==> src/rtl/imem_byte_loader_if.sv <==
// Byte-stream and RAM-write bundle between the program host and the loader.
// master = host driving the byte stream, slave = the loader itself.
interface imem_byte_loader_if #(
  parameter int ADDR_W = 4
);
  logic              load_req;
  logic [7:0]        byte_in;
  logic              byte_valid;
  logic              byte_ready;
  logic              wr_en;
  logic [ADDR_W-1:0] wr_addr;
  logic [15:0]       wr_data;
  logic              cpu_hold;
  logic              done;
  logic              chk_err;

  modport master (
    output load_req,
    output byte_in,
    output byte_valid,
    input  byte_ready,
    input  wr_en,
    input  wr_addr,
    input  wr_data,
    input  cpu_hold,
    input  done,
    input  chk_err
  );

  modport slave (
    input  load_req,
    input  byte_in,
    input  byte_valid,
    output byte_ready,
    output wr_en,
    output wr_addr,
    output wr_data,
    output cpu_hold,
    output done,
    output chk_err
  );
endinterface

==> src/rtl/imem_byte_loader.sv <==
// imem_byte_loader: byte-serial writer for the MIPS16 instruction RAM.
// Optional trailer-byte XOR check: define IMEM_LOADER_CHECKSUM_EN.
module imem_byte_loader #(
  parameter int WORDS  = 16,
  parameter int ADDR_W = 4
) (
  input logic               clk,
  input logic               rst,
  imem_byte_loader_if.slave bus
);

`ifdef IMEM_LOADER_CHECKSUM_EN
  typedef enum logic [2:0] {
    IDLE, RX_HI, RX_LO, WRITE, CHK, DONE
  } state_t;
`else
  typedef enum logic [2:0] {
    IDLE, RX_HI, RX_LO, WRITE, DONE
  } state_t;
`endif

  localparam logic [ADDR_W-1:0] LAST =
    ADDR_W'(WORDS - 1);

  state_t            state;
  state_t            state_nx;
  logic [ADDR_W-1:0] addr;
  logic [7:0]        hi;
  logic [7:0]        lo;
  logic              ready;
  logic              xfer;
  logic              start;
  logic              chk_err_q;

  // Outputs decode from the state register only.
  always_comb begin
    ready = 1'b0;
    unique case (state)
      RX_HI:   ready = 1'b1;
      RX_LO:   ready = 1'b1;
`ifdef IMEM_LOADER_CHECKSUM_EN
      CHK:     ready = 1'b1;
`endif
      default: ready = 1'b0;
    endcase
  end

  assign xfer  = bus.byte_valid & ready;
  assign start = (state == IDLE) & bus.load_req;

  assign bus.byte_ready = ready;
  assign bus.wr_en      = (state == WRITE);
  assign bus.wr_addr    = addr;
  assign bus.wr_data    = {hi, lo};
  assign bus.cpu_hold   = (state != IDLE);
  assign bus.done       = (state == DONE);
  assign bus.chk_err    = chk_err_q;

  always_ff @(posedge clk) begin
    if (rst) state <= IDLE;
    else     state <= state_nx;
  end

  always_comb begin
    state_nx = state;
    unique case (state)
      IDLE:
        if (bus.load_req) state_nx = RX_HI;
      RX_HI:
        if (xfer) state_nx = RX_LO;
      RX_LO:
        if (xfer) state_nx = WRITE;
      WRITE:
        if (addr == LAST) begin
`ifdef IMEM_LOADER_CHECKSUM_EN
          state_nx = CHK;
`else
          state_nx = DONE;
`endif
        end else begin
          state_nx = RX_HI;
        end
`ifdef IMEM_LOADER_CHECKSUM_EN
      CHK:
        if (xfer) state_nx = DONE;
`endif
      DONE:
        state_nx = IDLE;
      default:
        state_nx = IDLE;
    endcase
  end

  // addr saturates at LAST; the FSM leaves WRITE before it could wrap.
  always_ff @(posedge clk) begin
    if (rst) begin
      addr <= '0;
      hi   <= '0;
      lo   <= '0;
    end else begin
      if (start)
        addr <= '0;
      if (state == WRITE && addr != LAST)
        addr <= addr + ADDR_W'(1);
      if (state == RX_HI && xfer)
        hi <= bus.byte_in;
      if (state == RX_LO && xfer)
        lo <= bus.byte_in;
    end
  end

`ifdef IMEM_LOADER_CHECKSUM_EN
  logic [7:0] csum;
  logic       data_xfer;

  assign data_xfer = xfer & (state != CHK);

  // chk_err stays set until the next accepted load_req.
  always_ff @(posedge clk) begin
    if (rst) begin
      csum      <= '0;
      chk_err_q <= 1'b0;
    end else begin
      if (start) begin
        csum      <= '0;
        chk_err_q <= 1'b0;
      end
      if (data_xfer)
        csum <= csum ^ bus.byte_in;
      if (state == CHK && xfer)
        chk_err_q <= (bus.byte_in != csum);
    end
  end
`else
  assign chk_err_q = 1'b0;
`endif

endmodule

==> src/flat_wrapper.sv <==
// flat-port wrapper written by rule: the top's interface ports become plain ports
module imem_byte_loader_flat 
#(
  parameter int WORDS  = 16,
  parameter int ADDR_W = 4
)
  (clk, rst, bus_load_req, bus_byte_in, bus_byte_valid, bus_byte_ready, bus_wr_en, bus_wr_addr, bus_wr_data, bus_cpu_hold, bus_done, bus_chk_err);
  imem_byte_loader_if #(.ADDR_W(ADDR_W)) bus_i ();
  input logic clk;
  input logic rst;
  input wire logic [$bits(bus_i.load_req)-1:0] bus_load_req;
  input wire logic [$bits(bus_i.byte_in)-1:0] bus_byte_in;
  input wire logic [$bits(bus_i.byte_valid)-1:0] bus_byte_valid;
  output wire logic [$bits(bus_i.byte_ready)-1:0] bus_byte_ready;
  output wire logic [$bits(bus_i.wr_en)-1:0] bus_wr_en;
  output wire logic [$bits(bus_i.wr_addr)-1:0] bus_wr_addr;
  output wire logic [$bits(bus_i.wr_data)-1:0] bus_wr_data;
  output wire logic [$bits(bus_i.cpu_hold)-1:0] bus_cpu_hold;
  output wire logic [$bits(bus_i.done)-1:0] bus_done;
  output wire logic [$bits(bus_i.chk_err)-1:0] bus_chk_err;
  assign bus_i.load_req = bus_load_req;
  assign bus_i.byte_in = bus_byte_in;
  assign bus_i.byte_valid = bus_byte_valid;
  assign bus_byte_ready = bus_i.byte_ready;
  assign bus_wr_en = bus_i.wr_en;
  assign bus_wr_addr = bus_i.wr_addr;
  assign bus_wr_data = bus_i.wr_data;
  assign bus_cpu_hold = bus_i.cpu_hold;
  assign bus_done = bus_i.done;
  assign bus_chk_err = bus_i.chk_err;
  imem_byte_loader #(.WORDS(WORDS), .ADDR_W(ADDR_W)) u_core (.clk(clk), .rst(rst), .bus(bus_i));
endmodule
==> config.mk <==
export PLATFORM = sky130hd
export DESIGN_NAME = imem_byte_loader_flat
export DESIGN_NICKNAME = d
export VERILOG_FILES = /design/src/rtl/imem_byte_loader_if.sv /design/src/rtl/imem_byte_loader.sv /design/src/flat_wrapper.sv
export SDC_FILE = /design/constraint.sdc
export NUM_CORES = 1
export LEC_CHECK = 0
export CAP_MARGIN = 20
export CORE_AREA = 2 2 50 52
export DETAILED_ROUTE_END_ITERATION = 10
export DIE_AREA = 0 0 52 54
export GPL_TIMING_DRIVEN = 1
export PLACE_DENSITY = 0.81
export REMOVE_ABC_BUFFERS = 1
export SYNTH_ARGS = -nofsm -noshare
export SYNTH_HDL_FRONTEND = slang
export SYNTH_SLANG_ARGS = --single-unit
==> constraint.sdc <==
create_clock -name clk -period 3.2 [get_ports clk]
set_input_delay 0.96 -clock clk [delete_from_list [all_inputs] [get_ports clk]]
set_output_delay 0.96 -clock clk [all_outputs]
set_load 0.02 [all_outputs]
# == Word level (Yosys, flattened, before mapping) ==
# Index checks and enable logic that the tools add are counted.
# word_totals
ff_bits,23
in_bits,12
out_inout_bits,25
word_cells,32
# classes
addsub,1
n_eq_ne,9
muxes,8
bitwise_logic,2
n_reduce_logical,8
# ops
operator,n
two-way mux 3 bit,4
one-hot mux 3 bit (4 select lines),1
two-way mux 4 bit,2
equality test 3 x 2 -> 1 bit (second input constant),2
adder 4 x 1 -> 4 bit (second input constant),1
equality test 4 bit (second input constant),1
!= test 2 x 1 -> 1 bit (second input constant),2
!= test 4 bit (second input constant),1
equality test 3 x 1 -> 1 bit (second input constant),1
equality test 3 bit (second input constant),1
logical AND 1 bit,3
zero test 3 bit,1
AND reduction 3 bit,1
nonzero test 3 bit,1
AND 1 bit,2
!= test 2 bit (second input constant),1
nonzero test 2 bit,1
OR reduction 2 bit,1
two-way mux 1 bit,1

# == Longest topological paths before layout ==
# Gate-level depths: netlist (run 1).
# depth
ltp_word,6
mapped_depth,5
ltp_nobuf,4

# == Least setup slack after synthesis (run 1) ==
# OpenSTA, ideal clock, no wires.
# synth_path
path_kind,reg-to-output
from,register u_core.state[0]
to,output bus_done
arrival_ns,0.991
required_ns,2.240
setup_slack_ns,1.249
path_stages_with_launch,3
path_buffers,1
path_cell_list,dfxtp_1 buf_4 nor3b_1
# synth_via
elab_chain_cells,1
# synth_rtl
element,line_no,source
"start, declared",imem_byte_loader.sv:25,state_t state;
"start signal, assigned",imem_byte_loader.sv:61,else state <= state_nx;
equality test 3 bit,imem_byte_loader.sv:56,assign bus.done = (state == DONE);
"end, declared",flat_wrapper.sv:19,output wire logic [$bits(bus_i.done)-1:0] bus_done;
# No other way between the ends.

# == Worst setup path after layout (run 1) ==
# layout_path
from,register u_core.state[0]
to,output bus_wr_en
# layout_via
elab_chain_cells,1
# layout_rtl
element,line_no,source
equality test 3 x 2 -> 1 bit,imem_byte_loader.sv:52,assign bus.wr_en = (state == WRITE);
"end, declared",flat_wrapper.sv:15,output wire logic [$bits(bus_i.wr_en)-1:0] bus_wr_en;
# No other way between the ends.

==> results of run 1 <==
-- synthesized netlist by cell type, types with 2 or more instances --
cell	instances	area [µm²]
and4bb_1	2	25.0
nand3_1	3	15.0
a211oi_1	3	22.5
nand2b_1	2	12.5
mux2i_1	16	160
o211ai_1	3	22.5
buf_4	3	22.5
clkbuf_1	2	7.51
dfxtp_1	23	460
or3_1	3	18.8
buf_6	2	22.5
a21oi_1	4	20.0
nor2_1	16	60.1
-- logic make-up after synthesis --
family	share of synthesized area (%)
and+or+nand+nor	20.6
adders and majority gates	1.23
buffers and inverters	5.54
DFF	45.3
muxes	17.2
other	0.369
AOI/OAI and AO/OA	9.73
-- report_power, final --
part	total [mW]	leakage (nW)	switching (mW)	internal [mW]
sequential	0.307	0.186	0.0111	0.296
clock	0.129	0.0150	0.0808	0.0485
combinational	0.0930	0.296	0.0427	0.0503
-- placed cells by master (no fill, tap or decap), types with 2 or more instances in the layout --
master           synthesis  layout
a211oi_1                 3       3
dfxtp_1                 23      23
clkbuf_4                 0       3
nand3_1                  3       3
o211ai_1                 3       3
nand2b_1                 2       2
nor2_1                  16      16
a21oi_1                  4       4
clkdlybuf4s50_1          0      35
and4bb_1                 2       2
mux2i_1                 16      16
or3_1                    3       3
-- area by class of cell --
cell class / count / share of cell area [%]
inverters: 1 / 0.272
clock buffers: 4 / 1.91
repair buffers: 35 / 25.4
well taps: 30 / 2.72
flip-flops and latches: 23 / 33.4
multi-input cells: 67 / 36.2
-- through the flow --
step	cell area [µm²]	total power, mW
after floorplan	963	0.359
after global placement	1350	0.404
after global routing	1380	0.558
final	1380	0.529
after CTS	1380	0.534
after detailed placement	1350	0.406
-- state kept, by name, indices dropped and copies added (netlist names) --
register / count
u_core.lo: 8
u_core.state: 3
u_core.bus.wr_addr: 4
u_core.hi: 8
-- critical path, delay by kind of cell, from the launching register on --
kind / cells / cell delay [ns]
buffers and inverters: 2 / 0.72
and+or+nand+nor: 1 / 0.19
DFF: 1 / 0.58
-- worst max-delay path by stage --
stage | slack [ns] | depth (start not counted) | to
3_5_place_dp | 0.69 | 4 | u_core.lo[7]
2_1_floorplan | 1.27 | 1 | bus_done
3_3_place_gp | 0.70 | 4 | u_core.lo[7]
5_1_grt | 0.30 | 3 | bus_wr_en
4_1_cts | 0.45 | 3 | bus_wr_en
6_report | 0.46 | 3 | bus_wr_en
-- routing by layer --
metal  vias to the layer above  routed length (µm)  track usage, %
met5                         -                   0               0
met4                         0                  56            13.6
met3                         4                  51            1.67
met2                        18                1040            27.4
met1                       387                 893            19.1
li1                        417                   -               -
==> run metrics, run 1 <==
number of synthesized register bits=23; number of cells traversed by the worst register-to-register path=3; net total in the final layout=144; gate count after technology mapping=98; crit share post-route=85.8%; initial antenna violation count=0; max capacitance violation total=0; Setup Total Neg Slack=0 ns; clock tree from TritonCTS=yes; Die ar.=2810 µm²; Hold Buf Count CTS=0; Detail Placement HPWL=1.52 mm; Crit. Startpoint=u_core.state[0]; count of non-filler cells in the finished layout=160; Final setup viols=0; Num Clock Sinks=23; startpoint kind of the worst setup timing path=register; path class of the lowest-slack min-delay path=reg2reg; quantity of I/O buffers inserted on ports=35; Final Core Density=59.4%; synthesized area divided by synthesized cell count=10.4 µm²; number of H-tree levels=1; most common flop cell mapped by yosys=dfxtp_1; result of the run=finished, final reports clean; number of cells on the worst hold path=2; register area=460 µm²; crit path max fanout=11; initial core utilization=43.8%; initial drt markers=7; root cell of the clock tree=clkbuf_4; routed length per placed instance=12.7 µm; buffers from clock root to sink, at most=2; Die Ht=54 µm; post-synthesis instance area=1020 µm²; number of buffers inserted to repair setup after CTS=0; Worst Max-Slew Pin Slew=0.834 ns; unrepaired setup endpoints after global routing=no; number of antenna-violating nets in the routed design=0; slack of the worst reg-to-reg path=1.61 ns; distinct cell type count after synthesis=29; chip width=52 µm; routed via count=826; Data arrival, critical path=1.78 ns; destination of the worst register-to-register timing path=u_core.lo[7]; pin count of the biggest net entering global routing=24; Cells after DPL=156; post-place setup slack=0.687 ns; synth-to-layout area growth=35.6%; count of pins on the block boundary=37; share of cells above drive strength 1=6.92%; number of flops mapped to enable cells by yosys=0; total power density per cell area=384 nW/µm²; Fmax achieved=364 MHz; number of design rule violations left after detail routing=0; per-cell via count in the routed design=5.16; total count of max-transition violations in the final report=0; number of inserted filler cells in the final layout=205; FF-to-FF Start=u_core.state[1]; area of the core region=2320 µm²; antenna fix cells=0; placer congestion estimate=0.747; leakage power=0.497 nW; post-cts sizing count=0; shortest period the worst path allows=2.74 ns; normalized max-slew margin=44.2%; async set or reset register ratio after synthesis=0%; vias in the first global route=813; first-pass iteration count of the detailed router=4; IR drop worst, VDD=0.000263 V; highest cell delay on the worst timing path=0.60 ns; multi-input logic area=499 µm²; worst hold start=u_core.lo[4]; Hold Fails Final Rpt=0; Worst Setup End Kind=output port; number of cell rows=18; wire length of the first global-routing pass=3.44 mm; total of warnings raised by yosys=0; final-layout worst hold slack=0.513 ns; clock tree skew after final layout=0.000677 ns; worst-skew pair later-pin latency=0.30 ns; final wirelength=2.04 mm; number of buffers added by the clock tree synthesis step=3; fraction of the yosys area taken by sequential cells=45.3%; Remaining Overflow, GRT=0; worst setup margin=0.455 ns; cell at the slowest stage of the critical path=clkdlybuf4s50_1; global routing usage summed across all routing layers=16.5%; startpoint-to-endpoint class of the critical path=reg2out; cell-by-cell trace of the critical path=nand3b_4 -> inv_2 -> clkdlybuf4s50_1; Hold Path Sink=u_core.lo[4]; clock transition time at the flip-flop clock pins of the worst setup and hold paths=0.12 ns; data required time at the worst endpoint=2.24 ns
Note: power is estimated with default switching activity, not from simulation.
==> run 2: changes to the inputs <==
Settings changed: CORE_AREA 2 2 50 52 to 2 2 46 58, DIE_AREA 0 0 52 54 to 0 0 48 60, HOLD_SLACK_MARGIN from default to 0.02, PLACE_DENSITY 0.81 to 0.78.
==> run 2 against run 1 <==
Effect of this change:
- worst hold slack better by 0.0036 ns
- utilization down 1.1 points
- maximum frequency about the same
- largest power group unchanged
- largest cell class unchanged
==> run metrics, run 2 (synthesis results as in run 1) <==
crit path max fanout=12 (+1); global routing usage summed across all routing layers=17.2% (+0.73 points); total count of max-transition violations in the final report=0 (unchanged); most frequent cells in the layout=clkdlybuf4s50_1, dfxtp_1, mux2i_1, nor2_1, a21oi_1; normalized max-slew margin=44.7% (+0.48 points); startpoint kind of the worst setup timing path=register; root cell of the clock tree=clkbuf_4; quantity of I/O buffers inserted on ports=35 (unchanged); post-cts sizing count=0 (unchanged); placer congestion estimate=0.786 (+5.2%); startpoint-to-endpoint class of the critical path=reg2out; Final setup viols=0 (unchanged); worst hold start=u_core.lo[7]; Remaining Overflow, GRT=0 (unchanged); Detail Placement HPWL=1.61 mm (+6.1%); number of H-tree levels=1 (unchanged); buffers from clock root to sink, at most=2 (unchanged); worst-skew pair later-pin latency=0.31 ns (about the same); routed length per placed instance=13.0 µm (+2.2%); most frequent standard cell in the layout excluding fill and tap cells=clkdlybuf4s50_1; unrepaired setup endpoints after global routing=no; FF-to-FF Start=u_core.state[1]; post-place setup slack=0.701 ns (+0.0137 ns); clock transition time at the flip-flop clock pins of the worst setup and hold paths=0.13 ns (about the same); clock tree skew after final layout=0.00466 ns (+0.00398 ns); Setup Total Neg Slack=0 ns (unchanged); initial drt markers=10 (+3); Num Clock Sinks=23 (unchanged); Hold Fails Final Rpt=0 (unchanged); final wirelength=2.12 mm (+4.1%); result of the run=finished, final reports clean; slack of the worst reg-to-reg path=1.61 ns (about the same); initial antenna violation count=0 (unchanged); chip width=48 µm (-7.7%); Finished Cell Area=1390 µm² (+0.55%); IR drop worst, VDD=0.000233 V (-11%); wire length of the first global-routing pass=3.50 mm (+1.8%); area of the core region=2380 µm² (+2.5%); Data arrival, critical path=1.79 ns (about the same); total power density per cell area=386 nW/µm² (+0.54%); total power=0.535 mW (+1.1%); Worst Max-Slew Pin Slew=0.827 ns (-0.00718 ns); destination of the worst register-to-register timing path=u_core.lo[2]; pin count of the biggest net entering global routing=24 (unchanged); max capacitance violation total=0 (unchanged); crit share post-route=85.8% (about the same); number of design rule violations left after detail routing=0 (unchanged); number of antenna-violating nets in the routed design=0 (unchanged); final-layout worst hold slack=0.517 ns (+0.00361 ns); Die Ht=60 µm (+11%); first-pass iteration count of the detailed router=4 (unchanged); data required time at the worst endpoint=2.24 ns (about the same); Cells after DPL=159 (+1.9%); path class of the lowest-slack min-delay path=reg2reg; Crit. Startpoint=u_core.state[1]; number of buffers added by the clock tree synthesis step=3 (unchanged); synth-to-layout area growth=36.3%; Hold Buf Count CTS=0 (unchanged); share of cells above drive strength 1=7.69% (+0.77 points); Worst Setup End Kind=output port; shortest period the worst path allows=2.75 ns (+0.00212 ns); number of buffers inserted to repair setup after CTS=0 (unchanged); count of pins on the block boundary=37 (unchanged); per-cell via count in the routed design=5.12 (-0.89%); Fmax achieved=364 MHz (about the same); Final Core Density=58.3% (-1.1 points); DP Area=1360 µm² (+0.28%); number of cells traversed by the worst register-to-register path=3 (unchanged); count of non-filler cells in the finished layout=163 (+1.9%); number of cell rows=20 (+2); antenna fix cells=0 (unchanged); worst setup margin=0.453 ns (-0.00212 ns); net total in the final layout=144 (unchanged); vias in the first global route=812 (-0.12%); routed via count=834 (+0.97%); Die ar.=2880 µm² (+2.6%); capture point of the critical path=bus_wr_en; initial core utilization=42.7% (-1.1 points); leakage power=0.496 nW (-0.21%); clock tree from TritonCTS=yes
==> run 2: how the worst min path moves through the flow <==
| stage | slack (ns) | end | cells past startpoint |
|---|---|---|---|
| floorplan | 0.51 | u_core.state[0] | 1 |
| global placement | 0.47 | u_core.lo[5] | 2 |
| detailed placement | 0.49 | u_core.hi[5] | 2 |
| CTS | 0.53 | u_core.lo[0] | 2 |
| global route | 0.56 | u_core.lo[1] | 2 |
| finish | 0.52 | u_core.lo[7] | 2 |
==> run 2: layout make-up <==
type | instances | area, µm²
fillers | 218 | 992
multi-input cells | 67 | 499
flip-flops and latches | 23 | 460
repair buffers | 35 | 350
well taps | 33 | 41.3
clock buffers | 3 | 22.5
clock inverters | 1 | 7.51
inverters | 1 | 3.75
==> run 2: layer usage <==
metal / global-route usage, % / part of all wire (%) / vias to the layer above
li1: - / - / 414
met1: 22.0 / 45 / 391
met2: 26.7 / 48 / 24
met3: 2.11 / 4.2 / 5
met4: 10.4 / 2.6 / 0
met5: 0 / 0 / -
==> run 2: report_power, final <==
group | switching, mW | internal (mW)
clock | 0.0867 | 0.0477
combinational | 0.0435 | 0.0503
sequential | 0.0109 | 0.296
total | 0.141 | 0.394
==> run 2: worst max-delay path: stages (launching register included) <==
cell and delay [ns]:
dfxtp_1 0.58, nand3b_4 0.17, inv_2 0.12, clkdlybuf4s50_1 0.61
==> run 3: changes to the inputs <==
Settings changed: CORE_AREA 2 2 46 58 to 5 5 49 61, DIE_AREA 0 0 48 60 to 0 0 54 66.
==> run 3 against run 2 <==
Effect of this change:
- routed wire length up 4.6%
- cell count stayed put
- sequential power hardly changed
- utilization is the same
- die area increased by 24%
- critical endpoint unchanged
==> run metrics, run 3 (synthesis results as in run 1) <==
result of the run=finished, final reports clean; chip width=54 µm (+13%); part of the power in registers=57.4% (about the same); share of power burned in the clock network=25.0% (about the same); normalized max-slew margin=43.8% (-0.91 points); crit path max fanout=12 (unchanged); net switching share of the total power=26.3% (-0.065 points); most frequent cells in the layout=clkdlybuf4s50_1, dfxtp_1, mux2i_1, nor2_1, a21oi_1; initial core utilization=42.7% (unchanged); clock transition time at the flip-flop clock pins of the worst setup and hold paths=0.13 ns (about the same); highest cell delay on the worst timing path=0.61 ns (about the same); cell-by-cell trace of the critical path=nand3b_4 -> inv_2 -> clkdlybuf4s50_1; buffers from clock root to sink, at most=2 (unchanged); worst hold start=u_core.lo[0]; destination of the worst register-to-register timing path=u_core.lo[2]; shortest period the worst path allows=2.76 ns (+0.0173 ns); initial drt markers=13 (+3); leakage power=0.496 nW (unchanged); family of cells with the greatest summed delay on the critical path=buffers and inverters; cell at the slowest stage of the critical path=clkdlybuf4s50_1; Remaining Overflow, GRT=0 (unchanged); Worst Max-Slew Pin Slew=0.840 ns (+0.0135 ns); number of cells traversed by the worst register-to-register path=3 (unchanged); FF-to-FF Start=u_core.state[1]; Die Ht=66 µm (+10%); number of buffer and inverter instances along the worst setup path=2 (unchanged); first-pass iteration count of the detailed router=4 (unchanged); antenna fix cells=0 (unchanged); clock tree skew after final layout=0.00950 ns (+0.00484 ns); unrepaired setup endpoints after global routing=no; Hold Buf Count CTS=0 (unchanged); number of design rule violations left after detail routing=0 (unchanged); Internal Dissipation=0.394 mW (about the same); pin count of the biggest net entering global routing=24 (unchanged); multi-input logic area=499 µm² (unchanged); Num Clock Sinks=23 (unchanged); net total in the final layout=144 (unchanged); path class of the lowest-slack min-delay path=reg2reg; startpoint kind of the worst setup timing path=register; initial antenna violation count=0 (unchanged); crit share post-route=86.4% (+0.54 points); startpoint-to-endpoint class of the critical path=reg2out; synth-to-layout area growth=36.3% (unchanged); vias in the first global route=820 (+0.99%); Final Core Density=58.3% (unchanged); Setup Total Neg Slack=0 ns (unchanged); total power density per cell area=386 nW/µm² (-0.12%); number of H-tree levels=1 (unchanged); slack of the worst reg-to-reg path=1.61 ns (about the same); Die ar.=3560 µm² (+24%); Hold Path Sink=u_core.lo[0]; register area=460 µm² (unchanged); most frequent standard cell in the layout excluding fill and tap cells=clkdlybuf4s50_1; total count of max-transition violations in the final report=0 (unchanged); share of cells above drive strength 1=7.69% (unchanged); root cell of the clock tree=clkbuf_4; count of pins on the block boundary=37 (unchanged); Data arrival, critical path=1.80 ns (about the same); Fmax achieved=362 MHz (-0.63%); data required time at the worst endpoint=2.24 ns (about the same); post-cts sizing count=0 (unchanged); final wirelength=2.22 mm (+4.6%); IR drop worst, VDD=0.000219 V (-5.9%); worst-skew pair later-pin latency=0.31 ns (about the same); wire length of the first global-routing pass=3.68 mm (+5.3%); number of cell rows=20 (unchanged); Hold Fails Final Rpt=0 (unchanged); Detail Placement HPWL=1.67 mm (+3.6%); quantity of I/O buffers inserted on ports=35 (unchanged); Final setup viols=0 (unchanged); Worst Setup End Kind=output port; number of cells on the worst hold path=2 (unchanged); Switching Power=0.141 mW (-0.37%); global routing usage summed across all routing layers=13.8% (-3.4 points); max capacitance violation total=0 (unchanged); area of the core region=2380 µm² (unchanged); number of inserted filler cells in the final layout=210 (-3.7%); placer congestion estimate=0.834 (+6.2%); clock tree from TritonCTS=yes; combinational cell fraction of total power=17.5% (about the same); number of buffers inserted to repair setup after CTS=0 (unchanged); number of buffers added by the clock tree synthesis step=3 (unchanged); number of antenna-violating nets in the routed design=0 (unchanged); per-cell via count in the routed design=5.16 (+0.84%); routed length per placed instance=13.6 µm (+4.6%); routed via count=841 (+0.84%)
run 3: cell counts in the layout (fill, tap and decap cells not counted):
Identical to the previous run, type by type.
run 3: worst max path at each step:
| stage | startpoint | end | slack (ns) | cells past startpoint |
|---|---|---|---|---|
| global route | u_core.state[1] | bus_wr_en | 0.32 | 3 |
| floorplan | u_core.state[2] | bus_done | 1.27 | 1 |
| detailed placement | bus_byte_valid | u_core.lo[7] | 0.69 | 4 |
| finish | u_core.state[1] | bus_wr_en | 0.44 | 3 |
| global placement | bus_byte_valid | u_core.lo[3] | 0.70 | 4 |
| CTS | u_core.state[1] | bus_wr_en | 0.42 | 3 |
run 3: routing by layer:
| metal | vias to the layer above | routed length (µm) | GRT usage (%) |
|---|---|---|---|
| met5 | - | 0 | 0 |
| met4 | 0 | 28 | 5.61 |
| met3 | 2 | 162 | 2.71 |
| met2 | 25 | 1060 | 22.9 |
| met1 | 401 | 967 | 16.9 |
| li1 | 413 | - | - |
run 3: worst register-to-register path: stages, from the launching register on:
cell	delay, ns
dfxtp_1	0.59
and4bb_1	0.57
mux2i_1	0.24
nor2_1	0.06
run 3: area by class of cell:
| cell class | instances | area share, % |
|---|---|---|
| Clock inverter | 1 | 0.542 |
| Timing Repair Buffer | 35 | 25.3 |
| Inverter | 1 | 0.271 |
| Clock buffer | 3 | 1.63 |
| Multi-Input combinational cell | 67 | 36.0 |
| Tap cell | 33 | 2.98 |
| Sequential cell | 23 | 33.2 |
run 3: power by group through the flow:
stage          logic [mW]  clock network [mW]  registers [mW]
3_3_place_gp       0.0933                   0           0.313
4_1_cts            0.0947               0.137           0.307
3_5_place_dp       0.0943                   0           0.313
2_1_floorplan      0.0392                   0           0.320
6_report           0.0937               0.134           0.307
5_1_grt             0.101               0.154           0.309
run 3: through the flow:
stage | std cells | power (mW) | instance area [µm²] | hold slack [ns] | setup WS [ns]
global route | 163 | 0.564 | 1390 | 0.538 | 0.316
floorplan | 91 | 0.359 | 963 | 0.508 | 1.27
CTS | 163 | 0.538 | 1390 | 0.513 | 0.423
detailed placement | 159 | 0.407 | 1360 | 0.481 | 0.687
global placement | 159 | 0.406 | 1360 | 0.472 | 0.703
finish | 163 | 0.534 | 1390 | 0.510 | 0.436
==> RTL change, RTL diff (settings of run 3) <==
Build with the macro `IMEM_LOADER_CHECKSUM_EN` defined.
--- a/src/rtl/imem_byte_loader.sv
+++ b/src/rtl/imem_byte_loader.sv
@@ -1,5 +1,7 @@
 // imem_byte_loader: byte-serial writer for the MIPS16 instruction RAM.
 // Optional trailer-byte XOR check: define IMEM_LOADER_CHECKSUM_EN.
+`define IMEM_LOADER_CHECKSUM_EN
+
 module imem_byte_loader #(
   parameter int WORDS  = 16,
   parameter int ADDR_W = 4
Behaviour: same outputs for any inputs over 10 cycles, from zero or initial values and one cycle with rst high; that may be too few to reach the edited logic, so the function may still have changed.
==> RTL change against run 3 <==
Setup slack lost 0.19 ns; area after synthesis grew 46%; combinational power grew 32%; routed wire length grew 63%; register-to-register slack lost 0.11 ns; design area grew 40%; power grew 67%; via count grew 69%; sequential cell count grew 9; sequential share of layout area shrank 0.32 points; largest cell class unchanged; highest routed layer unchanged.
==> RTL change: results (changes against run 3) <==
- Outcome: complete, no violations
- Highest fanout seen on the critical path: 14 (+2)
- First-pass GRT wire length: 6.106 mm (+66%)
- Seq/Total Area, Yosys: 43.10% (-2.2 points)
- Peak VDD IR: 0.3734 mV (+70%)
- CP endpoint: bus_byte_ready
- Slew @ Worst Pin: 0.4643 ns (-0.3760 ns)
- Sum of routed wire segments on met1: 1.401 mm (+45%)
- Multiplexer share of the synthesized area: 1.431% (-16 points)
- I/O Buffers: 36 (+2.9%)
- Clk_lat worst skew: 0.33 ns (+0.02 ns)
- Xor/xnor share of the synthesized area: 0.5892% (+0.59 points)
- WL/cell: 13.92 um (+2.4%)
- CP max stage delay: 0.63 ns (+0.02 ns)
- Number of buffers created by CTS: 5 (+2)
- Layout cell share with drive strength beyond 1: 6.637% (-1.1 points)
- DP HPWL: 2.809 mm (+68%)
- Part of the cycle the worst path needs: 92.18% (+5.8 points)
- Total GRT Usage: 23.44% (+9.7 points)
- Hold Path Sink: u_core.csum[5]
- H-tree depth: 2 (+1)
- DR iter-0 viols: 21 (+8)
- CTS clk-pin slew, worst paths: 0.09 ns (-0.04 ns)
- DR WL met2: 1.914 mm (+81%)
- Reg2reg path depth: 4 (+1)
- Met3 Wirelength: 181 um (+12%)
- CP Data Arrival Time: 1.99 ns (+0.19 ns)
- R2r endpoint: u_core.csum[3]
[RTL change: cell types whose count changed in the layout (fill, tap and decap cells not counted), sizes merged, moves of 2 or more]
| cell | before | now |
|---|---|---|
| o21ai | 1 | 9 |
| a21oi | 4 | 22 |
| nor2 | 16 | 7 |
| and4bb | 2 | 0 |
| buf | 0 | 2 |
| inv | 1 | 4 |
| nor4 | 0 | 4 |
| clkbuf | 3 | 7 |
| mux2i | 16 | 1 |
| o211ai | 3 | 1 |
| nand2 | 0 | 53 |
| dfxtp | 23 | 32 |
| nor2b | 1 | 17 |
[RTL change: report_power, final]
part,internal [mW],switching [mW]
logic,0.0562,0.0676
clock network,0.207,0.136
registers,0.412,0.0133
total,0.675,0.217
[RTL change: layout make-up]
type,instances,area [um2]
multi-input combinational,144,778.2
sequential,32,640.6
fill,179,431.7
timing repair buffer,38,375.4
clock buffer,7,65.06
tap,33,41.29
clock inverter,1,30.03
inverter,4,15.01
